[src/rtl/mem_reader.sv]
// Reads length bytes from memory starting at base_addr and streams them out one byte per ISSUE/CAPTURE/STREAM pass.
// First out_valid two cycles after an accepted start; out_ready low holds the byte in STREAM with no loss.
module mem_reader #(
  parameter int DATA_WIDTH = 8,
  parameter int ADDR_WIDTH = 4
) (
  input  logic                  clk,
  input  logic                  reset,
  input  logic                  start,
  input  logic [ADDR_WIDTH-1:0] base_addr,
  input  logic [ADDR_WIDTH:0]   length,
  output logic                  program_mode,
  output logic [ADDR_WIDTH-1:0] mem_addr,
  output logic                  mem_oe,
  input  logic [DATA_WIDTH-1:0] data_bus,
  output logic [DATA_WIDTH-1:0] out_data,
  output logic                  out_valid,
  input  logic                  out_ready,
  output logic                  busy,
  output logic                  done
);

  typedef enum logic [2:0] {
    IDLE,
    ISSUE,
    CAPTURE,
    STREAM,
    DONE
  } state_t;

  state_t                state;
  state_t                state_nxt;
  logic [ADDR_WIDTH-1:0] addr_reg;
  logic [ADDR_WIDTH:0]   cnt;
  logic [ADDR_WIDTH:0]   cnt_dec;

  assign cnt_dec = cnt - 1'b1;

  always_ff @(posedge clk) begin
    if (reset) begin
      state    <= IDLE;
      addr_reg <= '0;
      cnt      <= '0;
      out_data <= '0;
    end else begin
      state <= state_nxt;
      case (state)
        IDLE: begin
          if (start) begin
            addr_reg <= base_addr;
            cnt      <= length;
          end
        end
        CAPTURE: out_data <= data_bus;
        STREAM: begin
          // Address wraps naturally at 2^ADDR_WIDTH.
          if (out_ready) begin
            cnt      <= cnt_dec;
            addr_reg <= addr_reg + 1'b1;
          end
        end
        default: ;
      endcase
    end
  end

  always_comb begin
    state_nxt    = state;
    program_mode = 1'b1;
    busy         = 1'b1;
    mem_oe       = 1'b0;
    out_valid    = 1'b0;
    done         = 1'b0;
    mem_addr     = addr_reg;
    case (state)
      IDLE: begin
        program_mode = 1'b0;
        busy         = 1'b0;
        if (start) state_nxt = (length != '0) ? ISSUE : DONE;
      end
      ISSUE: begin
        mem_oe    = 1'b1;
        state_nxt = CAPTURE;
      end
      CAPTURE: state_nxt = STREAM;
      STREAM: begin
        out_valid = 1'b1;
        if (out_ready) state_nxt = (cnt_dec != '0) ? ISSUE : DONE;
      end
      DONE: begin
        done      = 1'b1;
        state_nxt = IDLE;
      end
      default: state_nxt = IDLE;
    endcase
  end

endmodule

[config.mk]
export PLATFORM = sky130hd
export DESIGN_NAME = mem_reader
export DESIGN_NICKNAME = d
export VERILOG_FILES = /design/src/rtl/mem_reader.sv
export SDC_FILE = /design/constraint.sdc
export NUM_CORES = 1
export LEC_CHECK = 0
export CAP_MARGIN = 0
export CORE_AREA = 2 2 65 42
export CTS_BUF_LIST = sky130_fd_sc_hd__clkbuf_4 sky130_fd_sc_hd__clkbuf_8 sky130_fd_sc_hd__clkbuf_16
export DETAILED_ROUTE_END_ITERATION = 8
export DIE_AREA = 0 0 67 44
export GPL_TIMING_DRIVEN = 0
export PLACE_DENSITY = 0.83
export SLEW_MARGIN = 5
export SYNTH_ARGS = -nofsm -noshare
export SYNTH_HDL_FRONTEND = slang
export SYNTH_SLANG_ARGS = --single-unit
[constraint.sdc]
create_clock -name clk -period 3.57 [get_ports clk]
set_input_delay 0.357 -clock clk [delete_from_list [all_inputs] [get_ports clk]]
set_output_delay 0.357 -clock clk [all_outputs]
set_load 0.01 [all_outputs]
======== Yosys cells after proc, flatten, opt, wreduce, memory -nomap -nowiden ========
Index checks and enable logic that the tools add are counted.
operators by class
  reduce and logical (&&, ||, !) cells .... 6
  multiply operators ...................... 0
  add/sub/neg operators ................... 2
  equal/unequal tests ..................... 6
  shift-type cells ........................ 0
  div/mod/pow operators ................... 0
  mux-type cells .......................... 15
  bitwise gates (word level) .............. 0
  order comparisons ....................... 0
operator list
  kind                                                 count
  two-way mux 3 bit                                    4
  case mux 3 bit (4 select lines)                      1
  two-way mux 5 bit                                    2
  case mux 5 bit (2 select lines)                      1
  nonzero test 5 bit                                   2
  two-way mux 4 bit                                    2
  case mux 4 bit (2 select lines)                      1
  equality test 3 x 2 -> 1 bit, second input constant  2
  subtractor 5 x 1 -> 5 bit, second input constant     1
  adder 4 x 1 -> 4 bit, second input constant          1
  two-way mux 1 bit                                    4
  != test 2 bit, second input constant                 2
  equality test 3 x 1 -> 1 bit, second input constant  1
  equality test 3 bit, second input constant           1
  zero test 3 bit                                      1
  AND reduction 3 bit                                  1
  AND reduction 2 bit                                  1
  nonzero test 2 bit                                   1
word-level totals
  ROM bits ................................ 0
  input bits .............................. 21
  register bits ........................... 20
  latch bits .............................. 0
  logic and storage cells ................. 33
  memory bits (writable) .................. 0
  output and inout bits ................... 17
  memories kept ........................... 0

======== Longest topological paths before layout ========
Gate-level depths: netlist of the first run.
  word-level depth ........................ 5
  mapped depth ............................ 7
  mapped depth without buffers ............ 6

======== Worst setup path after synthesis of the first run ========
Ideal clock, no wire load.
  path type ............................... register to output
  start point ............................. register state[0]
  end point ............................... output program_mode
  data arrival time ....................... 0.983 ns
  path slack .............................. 2.230 ns
  required time ........................... 3.213 ns
  stages on the path, launching flop included .. 4
  path through ............................ dfxtp_1 > buf_6 > or3_1 > buf_4
between the ends
  longest elaborated chain between the ends .. 2
RTL lines
  what                    line  source
  start, declared         31    state_t state;
  start signal, assigned  46    state <= state_nxt;
  zero test 3 bit         n/a
  two-way mux 1 bit       n/a
  end, declared           12    output logic program_mode,
No other way between the ends.

======== Worst setup path in the final report of the first run ========
  start point ............................. register state[1]
  end point ............................... output program_mode
between the ends
  longest elaborated chain between the ends .. 2
RTL lines
  what               line  source
  zero test 3 bit    75    case (state)
  two-way mux 1 bit  75
No other way between the ends.

==> parameters.txt, run 1 <==
Parameter                              Value

Status
  Outcome    finished clean

Critical path
  Reg2reg start    state[2]
  Nature of the critical path startpoint    flip-flop
  Minimum setup slack among reg-to-reg paths    2.07 ns
  Critical Path RT    3.21 ns
  Worst endpoint data arrival time    1.67 ns
  Category of the critical setup timing path    reg2out
  Critical path startpoint    state[1]
  Number of cells traversed by the worst register-to-register path    6
  Endpoint of the lowest-slack register-to-register path    cnt[4]
  Worst Path Max Fanout    10
  CP endpoint kind    output pin

Synth
  Count of flip-flops with a built-in enable after synthesis    0
  Primary FF master, synth    sky130_fd_sc_hd__dfxtp_1
  Share of synthesized area occupied by flip-flops and latches    36.6%
  Total nets after synthesis    163
  Netlist Area Pre-Place    1090 µm²
  Avg Synthesized Cell Area    7.88 µm²
  Distinct cells, synth    40
  Synth area leader    sky130_fd_sc_hd__dfxtp_1
  Synth top area share    36.6%
  Post-synthesis async set-or-reset flop share    0%
  FF+latch count, synth    20
  Area contributors post-synth    sky130_fd_sc_hd__dfxtp_1, sky130_fd_sc_hd__nand2_1, sky130_fd_sc_hd__a21oi_1, sky130_fd_sc_hd__nor2_1, sky130_fd_sc_hd__ha_1
  Number of instances in the synthesized netlist    139
  Warnings, synthesis    0

Timing
  Transition time of the tightest slew-check pin    0.470 ns
  Normalized max-slew margin    68.6%
  Setup repair after global routing missed its margin    false
  Final max-slew violation count    0
  Post-route minimum period    2.03 ns
  Setup Viol. Count Final    0
  Final setup TNS    0 ns
  Maximum clock frequency    0.493 GHz
  Final Hold Vio Count    0
  Setup Skew    0.00312 ns
  Crit share post-route    56.9%

GRT
  Via count of the first global-routing pass    1114
  Met3 global-route usage    4.94%
  Number of antenna violations at the first check in global routing    0
  Total Routing Usage GR    21.3%
  Layer with the highest usage    met2
  Largest net degree at the start of global routing    11
  Sum of overflow across all layers after global routing    0
  Met1 demand-to-capacity share in global routing    29.5%
  First-pass GRT wire length    4840 µm
  Met2 demand-to-capacity share in global routing    33.1%

Finish
  Antenna cells    0
  Multi-input gate area in the final layout    616 µm²
  Share of cells above drive strength 1    8.94%
  Highest-count cells in the layout ignoring fill and taps    sky130_fd_sc_hd__clkdlybuf4s50_1, sky130_fd_sc_hd__nand2_1, sky130_fd_sc_hd__dfxtp_1
  Leading cell type in the layout, fill and taps excluded    sky130_fd_sc_hd__clkdlybuf4s50_1
  Seq. cell area    400 µm²
  Final-layout fill cell count    208
  Final layout net count    205
  Syn-to-layout area delta    41.3%
  Final Non-Filler Cells    211
  Core occupancy in the finished layout    64.9%

Clock network
  Clock latency of the later-clocked register in the worst-skew pair    0.26 ns
  Library cell used as clock root buffer    sky130_fd_sc_hd__clkbuf_8
  TritonCTS buffer count    3
  Clock transition at the register clock pins on the worst setup and hold paths after CTS    0.07 ns
  Buffer count from post-CTS setup fixing    0
  Number of buffers on the longest clock path    2
  Post-CTS Resized    0
  Number of sinks driven by the clock tree    20
  Count of hold-fix buffers inserted at cts    0
  CTS tree    yes
  Level count of the clock H-tree    1

Floorplanning
  CORE AREA    2380 µm²
  Count of standard-cell rows    14
  Floorplan die area    2950 µm²
  Width of the chip    67 µm
  Initial core utilization    46.0%
  I/O pin count    38
  Die height    44 µm

Worst hold path
  Start point of the worst hold path    out_data[3]
  Class of the most critical hold timing path    reg2reg
  Worst hold endpoint    out_data[3]
  Number of cells on the worst hold path    2

Route
  Total wire length    2790 µm
  Count of antenna-violating nets left after detailed routing    0
  Total via count in the routed design    1133
  Mean routed wirelength per cell    13.2 µm
  DRC marker count from the first detailed-route iteration    27
  Detailed-route DRC error count    0
  Pre-antenna DRT Iters    5
  Via density    5.37

Flow run
  Max-cap check violation count    0

Placed design
  Final estimated routing congestion in global placement    0.822
  Number of input and output port buffers inserted    37
  Placed cells    208
  Sum of net half-perimeters after detailed placement    2140 µm

Power
  Reported leakage power    0.000593 µW
  Worst VDD drop    0.220 mV
  Power per cell area    389 nW/µm²
==> state kept, by name (all words and copies together), names as in the netlist <==
name,flops
out_data,8
state,3
cnt,5
mem_addr,4
==> layout make-up <==
class,instances,area share [%]
Multi-Input combinational cell,107,39.8
Sequential cell,20,25.9
Timing Repair Buffer,37,23.9
Buffer,9,4.37
Clock buffer,3,2.67
Tap cell,32,2.59
Inverter,3,0.728
==> power by group <==
group	internal [µW]	switching, µW	leakage (µW)
logic	102	91.2	0.000408
clock network	75.2	72.2	0.0000216
registers	244	17.3	0.000164
total	421	181	0.000593
==> worst max path at each step <==
stage	endpoint	slack [ns]	depth (start not counted)
5_1_grt	program_mode	1.48	4
4_1_cts	program_mode	1.53	4
3_5_place_dp	out_data[6]	1.54	4
6_report	program_mode	1.54	4
3_3_place_gp	mem_addr[2]	1.58	4
2_1_floorplan	program_mode	2.23	3
==> worst max-delay path, cell delays in order, from the launching register on <==
cell and delay [ns]:
sky130_fd_sc_hd__dfxtp_1 0.34, sky130_fd_sc_hd__buf_6 0.15, sky130_fd_sc_hd__or3_1 0.32, sky130_fd_sc_hd__buf_4 0.14, sky130_fd_sc_hd__clkdlybuf4s50_1 0.46
==> cell usage after synthesis, drive strengths merged, types with 3 or more instances <==
master / instances
a21oi: 14
a31oi: 4
and2: 3
buf: 7
dfxtp: 20
ha: 3
inv: 3
nand2: 25
nand3: 5
nor2: 15
nor3: 4
nor3b: 3
o21ai: 6
==> metal layers <==
metal / wire (µm) / up-vias
li1: - / 569
met1: 1370 / 530
met2: 1280 / 32
met3: 132 / 2
met4: 10 / 0
met5: 0 / -
==> metrics by stage <==
stage | power (µW) | worst slack [ns] | cell area (µm²) | hold slack, ns
floorplan | 375 | 2.23 | 1090 | 0.481
global placement | 451 | 1.58 | 1510 | 0.443
detailed placement | 458 | 1.54 | 1510 | 0.451
CTS | 605 | 1.53 | 1550 | 0.460
global route | 637 | 1.48 | 1550 | 0.474
finish | 602 | 1.54 | 1550 | 0.457
==> cell families after synthesis <==
logic type	Yosys count	synth area share [%]
buf+inv	12	7.20
flops	20	36.6
simple gates	68	31.9
xor+xnor	1	0.800
fa+ha+maj	3	3.43
compound gates	35	20.1
Note: power is estimated with default switching activity, not from simulation.
==> inputs of run 2 (changes only) <==
CORE_AREA = 2 2 71 46   (was 2 2 65 42)
DIE_AREA = 0 0 73 48   (was 0 0 67 44)
PLACE_DENSITY = 0.73   (was 0.83)
clock period = 1.8 ns   (was 3.57 ns; I/O delays follow)
==> run 2 against run 1 <==
  * Setup slack worse by 1.5 ns
  * Die area up 19%
  * Register-to-register slack worse by 1.7 ns
  * Via count up 4.1%
  * Sequential share of layout area down 0.13 points
  * Sequential cell count unchanged
  * Clock skew down 0.0010 ns
  * Global-route usage down 2.6 points
  * Clock-buffer cell count up 1
  * Critical path depth down 1
  * Sequential power up 100%
  * Critical path type unchanged
  * Largest cell class unchanged
  * Largest power group unchanged
==> parameters.txt, run 2 (synthesized netlist as in run 1, its figures left out) <==
Parameter                              Value

Status
  Outcome    finished clean (unchanged)

Placed design
  Pre-CTS setup slack    -0.0613 ns (was 1.54 ns)
  Number of input and output port buffers inserted    37 (unchanged)
  Final estimated routing congestion in global placement    0.849 (was 0.822)
  Sum of net half-perimeters after detailed placement    2300 µm (was 2140 µm)

Clock network
  Number of sinks driven by the clock tree    20 (unchanged)
  Clock transition at the register clock pins on the worst setup and hold paths after CTS    0.07 ns (about the same)
  Level count of the clock H-tree    1 (unchanged)
  Count of hold-fix buffers inserted at cts    0 (unchanged)
  Buffer count from post-CTS setup fixing    0 (unchanged)
  Library cell used as clock root buffer    sky130_fd_sc_hd__clkbuf_8 (unchanged)
  Number of buffers on the longest clock path    2 (unchanged)
  TritonCTS buffer count    3 (unchanged)
  CTS tree    yes (unchanged)
  Clock latency of the later-clocked register in the worst-skew pair    0.26 ns (about the same)

Critical path
  Category of the critical setup timing path    reg2out (unchanged)
  Reg2reg start    state[0] (was state[2])
  Number of cells traversed by the worst register-to-register path    6 (unchanged)
  Combined buffer and inverter count along the critical path    2 (was 3)
  Cell family with the largest share of critical-path delay    buffers and inverters (unchanged)
  Endpoint of the lowest-slack register-to-register path    mem_addr[0] (was cnt[4])
  Max incr delay on CP    0.48 ns (was 0.46 ns)
  Worst Path Max Fanout    10 (unchanged)
  Minimum setup slack among reg-to-reg paths    0.33 ns (was 2.07 ns)
  Nature of the critical path startpoint    flip-flop (unchanged)
  Chain of cells forming the critical path    buf_6 -> or3_1 -> clkdlybuf4s50_1 (was buf_6 -> or3_1 -> buf_4 -> clkdlybuf4s50_1)
  CP endpoint kind    output pin (unchanged)
  Worst endpoint data arrival time    1.54 ns (was 1.67 ns)
  Slowest stage cell, crit path    sky130_fd_sc_hd__clkdlybuf4s50_1 (unchanged)
  Critical Path RT    1.62 ns (was 3.21 ns)

Floorplanning
  Initial core utilization    39.1% (was 46.0%)
  Count of standard-cell rows    15 (was 14)
  Floorplan die area    3500 µm² (was 2950 µm²)
  Die height    48 µm (was 44 µm)
  CORE AREA    2800 µm² (was 2380 µm²)
  Width of the chip    73 µm (was 67 µm)
  I/O pin count    38 (unchanged)

Power
  Reported leakage power    0.000603 µW (was 0.000593 µW)
  Power per cell area    800 nW/µm² (was 389 nW/µm²)
  Worst VDD drop    0.556 mV (was 0.220 mV)

GRT
  Sum of overflow across all layers after global routing    0 (unchanged)
  Total Routing Usage GR    18.7% (was 21.3%)
  Via count of the first global-routing pass    1150 (was 1114)
  Largest net degree at the start of global routing    12 (was 11)
  Number of antenna violations at the first check in global routing    0 (unchanged)
  First-pass GRT wire length    5000 µm (was 4840 µm)

Route
  Total wire length    3160 µm (was 2790 µm)
  Detailed-route DRC error count    0 (unchanged)
  Count of antenna-violating nets left after detailed routing    0 (unchanged)
  Pre-antenna DRT Iters    4 (was 5)
  DRC marker count from the first detailed-route iteration    84 (was 27)
  Mean routed wirelength per cell    14.8 µm (was 13.2 µm)
  Total via count in the routed design    1180 (was 1133)
  Via density    5.51 (was 5.37)

Finish
  Syn-to-layout area delta    42.9% (was 41.3%)
  Top reg by flops    out_data (unchanged)
  Highest-count cells in the layout ignoring fill and taps    sky130_fd_sc_hd__clkdlybuf4s50_1, sky130_fd_sc_hd__nand2_1, sky130_fd_sc_hd__dfxtp_1 (unchanged)
  Antenna cells    0 (unchanged)
  Largest register FFs    8 (unchanged)
  Share of cells above drive strength 1    10.6% (was 8.94%)
  Leading cell type in the layout, fill and taps excluded    sky130_fd_sc_hd__clkdlybuf4s50_1 (unchanged)
  Final layout net count    205 (unchanged)

Worst hold path
  Worst hold endpoint    out_data[1] (was out_data[3])
  Number of cells on the worst hold path    2 (unchanged)
  Class of the most critical hold timing path    reg2reg (unchanged)
  Start point of the worst hold path    out_data[1] (was out_data[3])

Timing
  Final setup TNS    0 ns (unchanged)
  Final Hold Vio Count    0 (unchanged)
  Normalized max-slew margin    65.2% (was 68.6%)
  Crit share post-route    95.7%
  Post-route minimum period    1.72 ns
  Maximum clock frequency    0.580 GHz
  Final max-slew violation count    0 (unchanged)
  Smallest setup slack after layout    0.0772 ns (was 1.54 ns)
  Setup Viol. Count Final    0 (unchanged)
  Setup repair after global routing missed its margin    false (unchanged)
  Setup Skew    0.00212 ns (was 0.00312 ns)
  Transition time of the tightest slew-check pin    0.522 ns (was 0.470 ns)

Flow run
  Max-cap check violation count    0 (unchanged)
## run 2: power breakdown
group / internal [µW] / switching (µW)
clock network: 195 / 147
registers: 485 / 37.4
logic: 198 / 189
total: 877 / 374
## run 2: worst register-to-register path: stages, from the launching register on
cell and delay [ns]:
sky130_fd_sc_hd__dfxtp_1 0.31, sky130_fd_sc_hd__buf_6 0.13, sky130_fd_sc_hd__and3_1 0.18, sky130_fd_sc_hd__o21bai_2 0.29, sky130_fd_sc_hd__buf_4 0.24, sky130_fd_sc_hd__nand2_1 0.07, sky130_fd_sc_hd__a31oi_1 0.16
## run 2: timing repair
action | CTS | global route
setup endpoints to repair | 1 | 2
pin swaps | 0 | 0
gates resized for setup | 1 | 2
## run 2: worst max-delay path by stage
stage                        start           to  cells after the start
after floorplan           state[1]       cnt[1]                      6
after global placement       reset  mem_addr[2]                      4
after detailed placement     reset  out_data[3]                      4
after CTS                 state[1]    out_valid                      4
after global routing      state[1]         busy                      3
final                     state[0]         busy                      3
## run 2: metrics by stage
step | hold WS, ns | std cells | power [µW] | cell area [µm²] | utilization (%)
2_1_floorplan | 0.316 | 139 | 743 | 1090 | -
3_3_place_gp | 0.444 | 210 | 899 | 1510 | 53.9
3_5_place_dp | 0.450 | 210 | 915 | 1510 | 53.9
4_1_cts | 0.459 | 214 | 1250 | 1560 | 55.8
5_1_grt | 0.468 | 214 | 1320 | 1560 | 55.9
6_report | 0.460 | 214 | 1250 | 1560 | 55.9
## run 2: final cells by class
class / count / area [µm²]
fillers: 254 / 1230
multi-input cells: 107 / 616
plain buffers: 9 / 67.6
well taps: 34 / 42.5
flip-flops and latches: 20 / 403
repair buffers: 37 / 369
inverters: 3 / 11.3
clock buffers: 4 / 55.1
## run 2: layer usage
metal | part of all wire [%] | GRT usage, % | vias to the layer above
met4 | 1.1 | 7.78 | 0
met1 | 45 | 23.9 | 552
met5 | 0 | 0 | -
met2 | 47 | 30.6 | 55
met3 | 6.6 | 5.05 | 7
li1 | - | - | 566
==> inputs of run 3 (changes only) <==
CORE_AREA = 2 2 48 50   (was 2 2 71 46)
DIE_AREA = 0 0 50 52   (was 0 0 73 48)
DONT_BUFFER_PORTS = 1   (was unset)
PLACE_DENSITY = 0.71   (was 0.73)
==> run 3 against run 2 <==
  * Sequential cell count did not move
  * Setup slack improved by 0.17 ns
  * Non-clock buffer count fell by 29
  * Clock power rose by 9.4%
  * Global-route usage rose by 1.8 points
  * Critical endpoint is now program_mode
==> parameters.txt, run 3 (synthesized netlist as in run 1, its figures left out) <==
Parameter                              Value

Placed design
  Sum of net half-perimeters after detailed placement    1810 µm (was 2300 µm)
  Instance area at placement    1130 µm² (was 1510 µm²)
  Pre-CTS setup slack    0.416 ns (was -0.0613 ns)
  Placed cells    167 (was 210)
  Number of input and output port buffers inserted    0 (was 37)
  Final estimated routing congestion in global placement    0.775 (was 0.849)

Finish
  Final Non-Filler Cells    179 (was 214)
  Seq. cell area    400 µm² (was 403 µm²)
  Final layout net count    176 (was 205)
  Antenna cells    0 (unchanged)
  Syn-to-layout area delta    15.3% (was 42.9%)
  Final-layout fill cell count    173 (was 254)
  Leading cell type in the layout, fill and taps excluded    sky130_fd_sc_hd__nand2_1 (was sky130_fd_sc_hd__clkdlybuf4s50_1)
  Largest register FFs    8 (unchanged)
  Final instance area    1260 µm² (was 1560 µm²)
  Share of cells above drive strength 1    11.3% (was 10.6%)
  Top reg by flops    out_data (unchanged)
  Multi-input gate area in the final layout    616 µm² (unchanged)
  Highest-count cells in the layout ignoring fill and taps    sky130_fd_sc_hd__nand2_1, sky130_fd_sc_hd__dfxtp_1, sky130_fd_sc_hd__nor2_1 (was sky130_fd_sc_hd__clkdlybuf4s50_1, sky130_fd_sc_hd__nand2_1, sky130_fd_sc_hd__dfxtp_1)

Timing
  Final Hold Vio Count    0 (unchanged)
  Transition time of the tightest slew-check pin    0.461 ns (was 0.522 ns)
  Post-route minimum period    1.55 ns (was 1.72 ns)
  Maximum clock frequency    0.645 GHz (was 0.580 GHz)
  Final setup TNS    0 ns (unchanged)
  Normalized max-slew margin    69.2% (was 65.2%)
  Setup Viol. Count Final    0 (unchanged)
  Smallest setup slack after layout    0.249 ns (was 0.0772 ns)
  Final max-slew violation count    0 (unchanged)
  Setup Skew    0.00498 ns (was 0.00212 ns)
  Setup repair after global routing missed its margin    false (unchanged)
  Crit share post-route    86.2% (was 95.7%)

Critical path
  Endpoint of the lowest-slack register-to-register path    cnt[2] (was mem_addr[0])
  Max incr delay on CP    0.41 ns (was 0.48 ns)
  Worst Path Max Fanout    10 (unchanged)
  Category of the critical setup timing path    reg2out (unchanged)
  Combined buffer and inverter count along the critical path    2 (unchanged)
  CP endpoint kind    output pin (unchanged)
  Critical Path Stages    3 (unchanged)
  Cell family with the largest share of critical-path delay    simple AND/OR/NAND/NOR gates (was buffers and inverters)
  Reg2reg start    state[0] (unchanged)
  Chain of cells forming the critical path    buf_6 -> or3_1 -> buf_4 (was buf_6 -> or3_1 -> clkdlybuf4s50_1)
  Worst endpoint data arrival time    1.37 ns (was 1.54 ns)
  Number of cells traversed by the worst register-to-register path    6 (unchanged)
  Critical Path RT    1.62 ns (about the same)
  Minimum setup slack among reg-to-reg paths    0.36 ns (was 0.33 ns)
  Slowest stage cell, crit path    sky130_fd_sc_hd__or3_1 (was sky130_fd_sc_hd__clkdlybuf4s50_1)
  Critical path startpoint    state[0] (unchanged)
  Setup crit end    program_mode (was busy)
  Nature of the critical path startpoint    flip-flop (unchanged)

Route
  Pre-antenna DRT Iters    4 (unchanged)
  Mean routed wirelength per cell    13.8 µm (was 14.8 µm)
  Count of antenna-violating nets left after detailed routing    0 (unchanged)
  Total via count in the routed design    1008 (was 1180)
  DRC marker count from the first detailed-route iteration    25 (was 84)
  Total wire length    2480 µm (was 3160 µm)
  Via density    5.63 (was 5.51)
  Detailed-route DRC error count    0 (unchanged)

Floorplanning
  Die height    52 µm (was 48 µm)
  Width of the chip    50 µm (was 73 µm)
  CORE AREA    2110 µm² (was 2800 µm²)
  Floorplan die area    2600 µm² (was 3500 µm²)
  Initial core utilization    52.0% (was 39.1%)
  I/O pin count    38 (unchanged)
  Count of standard-cell rows    17 (was 15)

Power
  Power per cell area    926 nW/µm² (was 800 nW/µm²)
  Worst VDD drop    0.649 mV (was 0.556 mV)
  Reported leakage power    0.000495 µW (was 0.000603 µW)

Clock network
  Level count of the clock H-tree    1 (unchanged)
  TritonCTS buffer count    3 (unchanged)
  Buffer count from post-CTS setup fixing    0 (unchanged)
  Clock transition at the register clock pins on the worst setup and hold paths after CTS    0.12 ns (was 0.07 ns)
  Library cell used as clock root buffer    sky130_fd_sc_hd__clkbuf_4 (was sky130_fd_sc_hd__clkbuf_8)
  Clock latency of the later-clocked register in the worst-skew pair    0.31 ns (was 0.26 ns)
  CTS tree    yes (unchanged)
  Number of sinks driven by the clock tree    20 (unchanged)
  Number of buffers on the longest clock path    2 (unchanged)

Flow run
  Max-cap check violation count    0 (unchanged)

GRT
  First-pass GRT wire length    4060 µm (was 5000 µm)
  Total Routing Usage GR    20.5% (was 18.7%)
  Sum of overflow across all layers after global routing    0 (unchanged)
  Largest net degree at the start of global routing    13 (was 12)
  Via count of the first global-routing pass    933 (was 1150)
  Number of antenna violations at the first check in global routing    0 (unchanged)

Worst hold path
  Class of the most critical hold timing path    in2reg (was reg2reg)

Status
  Outcome    finished clean (unchanged)
==> run 3: cell types whose count changed in the layout (fill, tap and decap cells not counted) <==
cell	change
sky130_fd_sc_hd__bufinv_16	+1
sky130_fd_sc_hd__clkbuf_4	+3
sky130_fd_sc_hd__clkbuf_8	-4
sky130_fd_sc_hd__clkdlybuf4s50_1	-36
sky130_fd_sc_hd__dfxtp_1	+2
sky130_fd_sc_hd__dfxtp_2	-2
sky130_fd_sc_hd__dlygate4sd2_1	-1
sky130_fd_sc_hd__dlygate4sd3_1	+8
==> run 3: where the power goes <==
group | total, µW | switching (µW) | internal, µW | leakage [µW]
Sequential | 532 | 47.6 | 484 | 0.000164
Combinational | 264 | 146 | 118 | 0.000303
Clock | 374 | 149 | 225 | 0.0000279
Total | 1170 | 342 | 827 | 0.000495
==> run 3: what timing repair did <==
item | in CTS | in global routing
hold buffers | 8 | 0
resized for setup | 0 | 0
endpoints found under the hold margin | 8 | 0
==> run 3: worst reg2reg max path, delay by kind of cell, from the launching register on <==
| kind | cells | cell delay [ns] |
|---|---|---|
| compound gates | 3 | 0.50 |
| buf+inv | 2 | 0.37 |
| flops | 1 | 0.33 |
| simple gates | 1 | 0.17 |
==> run 3: per-stage QoR <==
stage	hold WS (ns)	util [%]	total power (µW)
after floorplan	0.316	-	743
after global placement	0.318	53.7	783
after detailed placement	0.324	53.7	792
after CTS	0.0101	60.0	1180
after global routing	0.0190	60.0	1230
final	0.0183	60.0	1170
==> run 3: how the worst min path moves through the flow <==
stage | cells past startpoint | from | to
2_1_floorplan | 2 | data_bus[0] | out_data[0]
3_3_place_gp | 2 | data_bus[4] | out_data[4]
3_5_place_dp | 2 | data_bus[3] | out_data[3]
4_1_cts | 2 | base_addr[1] | mem_addr[1]
5_1_grt | 2 | base_addr[1] | mem_addr[1]
6_report | 2 | base_addr[1] | mem_addr[1]
==> run 3: cell type report <==
type / instances / share of cell area [%]
clock buffers: 3 / 1.78
well taps: 28 / 2.78
inverters: 3 / 0.892
repair buffers: 8 / 6.34
flip-flops and latches: 20 / 31.7
multi-input cells: 107 / 48.8
clock inverters: 1 / 2.38
plain buffers: 9 / 5.35
==> run 3: metal layers <==
layer	wire length, µm	up-vias	global-route usage [%]
met2	1140	45	34.0
met5	0	-	0
met1	1040	447	24.2
met3	246	6	6.32
met4	50	0	9.26
li1	-	510	-
